[src/rtl/tpumac_pipe.sv]
// Pipelined systolic MAC cell: forwards A/B, multiplies through MUL_STAGES registers, accumulates into Cout.
// Optional build macro TPUMAC_SAT_EN: saturate Cout on overflow instead of wrapping.
module tpumac_pipe #(
  parameter int unsigned BITS_AB    = 8,
  parameter int unsigned BITS_C     = 16,
  parameter int unsigned MUL_STAGES = 2
) (
  input  logic                      clk,
  input  logic                      rst,
  input  logic                      en,
  input  logic                      WrEn,
  input  logic                      clr,
  input  logic signed [BITS_AB-1:0] Ain,
  input  logic signed [BITS_AB-1:0] Bin,
  input  logic signed [BITS_C-1:0]  Cin,
  output logic signed [BITS_AB-1:0] Aout,
  output logic signed [BITS_AB-1:0] Bout,
  output logic signed [BITS_C-1:0]  Cout,
  output logic                      busy,
  output logic                      ovf
);

  localparam int unsigned PW   = 2 * BITS_AB;
  localparam int unsigned LAST = MUL_STAGES - 1;
  localparam int unsigned XW   = BITS_C + 1 - PW;

  logic [MUL_STAGES-1:0]    vld;
  logic signed [PW-1:0]     prod [MUL_STAGES];
  logic [PW-1:0]            mul_c;
  logic [BITS_C:0]          sum_c;
  logic                     sum_ovf_c;
  logic [BITS_C-1:0]        acc_c;
  logic                     squash_c;

  // Operands sign-extended to full product width, so the low PW bits are the signed product.
  assign mul_c     = {{BITS_AB{Ain[BITS_AB-1]}}, Ain} * {{BITS_AB{Bin[BITS_AB-1]}}, Bin};
  assign sum_c     = {Cout[BITS_C-1], Cout} + {{XW{prod[LAST][PW-1]}}, prod[LAST]};
  assign sum_ovf_c = sum_c[BITS_C] ^ sum_c[BITS_C-1];
  assign squash_c  = clr | WrEn;
  assign busy      = |vld;

`ifdef TPUMAC_SAT_EN
  // Clamp toward the sign of the true sum when it leaves the accumulator range.
  always_comb begin
    acc_c = sum_c[BITS_C-1:0];
    if (sum_ovf_c) begin
      acc_c = sum_c[BITS_C] ? {1'b1, {(BITS_C-1){1'b0}}} : {1'b0, {(BITS_C-1){1'b1}}};
    end
  end
`else
  assign acc_c = sum_c[BITS_C-1:0];
`endif

  // Operand forwarding, product pipeline and accumulator.
  always_ff @(posedge clk) begin
    if (rst) begin
      Aout <= '0;
      Bout <= '0;
      Cout <= '0;
      ovf  <= 1'b0;
      vld  <= '0;
      for (int unsigned i = 0; i < MUL_STAGES; i++) begin
        prod[i] <= '0;
      end
    end else begin
      if (en) begin
        Aout <= Ain;
        Bout <= Bin;
      end
      vld[0]  <= en & ~squash_c;
      prod[0] <= mul_c;
      for (int unsigned i = 1; i < MUL_STAGES; i++) begin
        vld[i]  <= vld[i-1] & ~squash_c;
        prod[i] <= prod[i-1];
      end
      if (clr) begin
        Cout <= '0;
        ovf  <= 1'b0;
      end else if (WrEn) begin
        Cout <= Cin;
        ovf  <= 1'b0;
      end else if (vld[LAST]) begin
        Cout <= acc_c;
        if (sum_ovf_c) begin
          ovf <= 1'b1;
        end
      end
    end
  end

endmodule

[config.mk]
export PLATFORM = sky130hd
export DESIGN_NAME = tpumac_pipe
export DESIGN_NICKNAME = d
export VERILOG_FILES = /design/src/rtl/tpumac_pipe.sv
export SDC_FILE = /design/constraint.sdc
export NUM_CORES = 1
export LEC_CHECK = 0
export ABC_AREA = 0
export BUFFER_PORTS_ARGS = -buffer_cell sky130_fd_sc_hd__buf_4
export CAP_MARGIN = 5
export CELL_PAD_IN_SITES_DETAIL_PLACEMENT = 1
export CELL_PAD_IN_SITES_GLOBAL_PLACEMENT = 1
export CORE_AREA = 2 2 109 111
export DETAILED_ROUTE_END_ITERATION = 10
export DIE_AREA = 0 0 111 113
export HOLD_SLACK_MARGIN = 0.1
export PLACE_DENSITY = 0.95
export RECOVER_POWER = 100
export SYNTH_ARGS = -nofsm -noshare
export SYNTH_HDL_FRONTEND = slang
export SYNTH_SLANG_ARGS = --single-unit
[constraint.sdc]
create_clock -name clk -period 9.7 [get_ports clk]
set_clock_uncertainty 0.15 [all_clocks]
set_input_delay 1.455 -clock clk [delete_from_list [all_inputs] [get_ports clk]]
set_output_delay 1.455 -clock clk [all_outputs]
set_load 0.1 [all_outputs]
==> impl_metrics.toml <==
[yosys]
synth_top_area_share = 0.247
ys_ff_latch = 67
synth_top_cell_by_area = "dfxtp_1"
synthDistinctLibCells = 51
syn_avg_cell_area_um2 = 9.20
synthCells = 591
yosys_warnings = 0
yosys-top-cells-count = "inv_1 (86), dfxtp_1 (67), fa_1 (56)"
synthArstFlopShare = 0
synth.area.top_cells = "dfxtp_1 (25%), fa_1 (21%), ha_1 (10%), inv_1 (5.9%), and2_1 (4.7%)"
yosysSeqAreaShare = 0.247
syn_area_um2 = 5440
synth_top_flop_cell = "dfxtp_1"
synth.most_common_cell = "inv_1"
synth_nets = 729
synth-edff-count = 0

[power]
p_sw_mw = 0.596
p_int_mw = 0.887
p_comb_frac = 0.514
power.total_mw = 1.48
p_per_area_nw_per_um2 = 237
p_clk_frac = 0.263
vdd_drop_max_mv = 0.106
p_leak_nw = 2.94
sw_frac_of_total = 0.402
p_seq_frac = 0.223

[clocking]
cts_tree = "done"
clk_latency_ps = 340
tritoncts_num_sinks = 67
clockBufferDepth = 2
cts_setup_buffers = 0
h-tree-depth = 3
cts_resized = 0
cts_root_buffer = "clkbuf_16"
clkTransAtPathRegs_ps = 60
cts_hold_buf = 0
cts_buffers = 9

[layout]
drive_gt1_frac = 0.0852
nets = 790
antenna_cells = 0
area_growth_pct = 15.2

[timing]
post-route-min-period_ps = 5750
grt_setup_unrepaired = "no"
slew_headroom = -0.385
setup_viol = 0
setup_tns_ps = 0
post-route-period-util = 0.593
finalHoldViolCount = 0
worst_slack_ps = 3950
drv_slew = 52
fmax_ghz = 0.174
tightestPinTransition_ps = 2080

[worst_setup_path]
worst_ep_required_time_ps = 9690
worst-path-buf-inv = 4
crit_chain = "clkbuf_1 -> clkinv_1 -> nor2_1 -> fa_1 -> fa_1 -> fa_1 -> inv_1 -> fa_1 -> inv_1 -> ha_1 -> a21o_1 -> a21o_1 -> a211o_1 -> a31oi_1 -> xor2_1 -> nor2_1"
worstRegToRegCells = 9
slowest_stage = "fa_1"
ff2ff_setup_slack_ps = 7170
r2r_end = "ovf"
path_max_fanout = 8
cpMostUsedCell = "fa_1"
slowest_delay_ps = 570
crit_type = "primary input to flip-flop"
cp.arrival_ps = 5740
crit_path_end_kind = "flip-flop"
cp_top_family = "adder cells"
start_kind = "primary input"
reg2reg_from = "Cout[0]"

[run]
cap_violations = 1

[floorplanning]
die_x_um = 111
rows = 39
fp.coreArea_um2 = 11300
die-area_um2 = 12500
io_pins = 71
die_h_um = 113
initial_core_util = 0.482

[placed_design]
portBuffers = 70
post-place-ws_ps = 3730
hpwl_um = 11500
place_congestion = 0.872

[global_route]
grt_usage = 0.244
grt_overflow = 0
first_global_vias = 5039
antenna_found_initial = 0
grt_pass1_wl_um = 24200
grt_max_degree = 52

[detailed_routing]
drt-initial-drc-count = 146
vias_per_cell = 5.40
ant_nets = 0
num_vias = 4323
routed_wl_um = 14500
drc_errors = 0
wl_per_cell_um = 18.1
drtPass1Iterations = 4

[min_path]
holdCritPathClass = "flip-flop to flip-flop"
hold_depth = 1
hp-start = "prod[0][8]"
min_to = "prod[0][24]"

[status]
outcome = "finished, violations left"
violations = "max-capacitance violations, max-slew violations"
power by group through the flow:
| stage | combinational (mW) | clock (mW) | sequential (mW) |
|---|---|---|---|
| floorplan | 0.528 | 0 | 0.380 |
| global placement | 0.676 | 0 | 0.336 |
| detailed placement | 0.757 | 0 | 0.337 |
| CTS | 0.772 | 0.397 | 0.332 |
| global route | 0.858 | 0.410 | 0.335 |
| finish | 0.762 | 0.389 | 0.331 |
sequential cells by signal, summed over array words and instances (netlist names):
signal / count
prod: 32
Cout: 16
Aout: 8
Bout: 8
vld: 2
ovf: 1
placed cells by master, fill, tap and decap left out, drive strengths merged, types with 6 or more instances in the layout:
cell type,n
a211oi,10
a21o,11
a21oi,25
and2,41
buf,33
clkbuf,46
dfxtp,67
fa,56
ha,45
inv,88
mux2i,22
nand2,28
nor2,50
nor2b,28
o21a,7
o21ai,16
or3,6
xnor2,18
worst max path at each step:
stage                start     endpoint  slack (ps)  cells past startpoint
detailed placement  Bin[2]  prod[0][13]        3730                     17
CTS                 Bin[7]  prod[0][13]        4070                     16
finish              Bin[7]  prod[0][13]        3950                     16
global placement    Bin[7]  prod[0][13]        3950                     16
global route        Bin[7]  prod[0][13]        3670                     16
floorplan           Bin[3]  prod[0][13]        4070                     16
per-stage QoR:
stage | utilization | instances | area (um2) | hold slack (ps)
finish | 0.556 | 800 | 6260 | 289
floorplan | - | 591 | 5440 | 264
CTS | 0.568 | 800 | 6400 | 294
global route | 0.556 | 800 | 6260 | 305
global placement | 0.537 | 784 | 6050 | 267
detailed placement | 0.537 | 784 | 6050 | 278
cells by family (layout without fill, tap and decap cells):
family,count (synthesis),count (layout),synth area share
muxes,23,23,0.0426
adders and majority gates,101,101,0.310
AOI/OAI and AO/OA,96,96,0.123
buffers and inverters,107,173,0.0762
DFF,67,67,0.247
and+or+nand+nor,174,174,0.165
xor gates and xnor gates,23,23,0.0370
final cells by class:
type                    instances  area, um2
clock buffers                   9        225
clock inverters                 7        124
fillers                      1330       5010
inverters                      87        327
multi-input cells             417       3680
flip-flops and latches         67       1340
well taps                     143        179
repair buffers                 70        387
layer usage:
metal | GRT usage | up-vias | share of wire
met4 | 0.101 | 0 | 0.026
met5 | 0 | - | 0
li1 | - | 2042 | -
met1 | 0.260 | 2136 | 0.40
met2 | 0.470 | 113 | 0.54
met3 | 0.0477 | 32 | 0.040
Note: power is estimated with default switching activity, not from simulation.
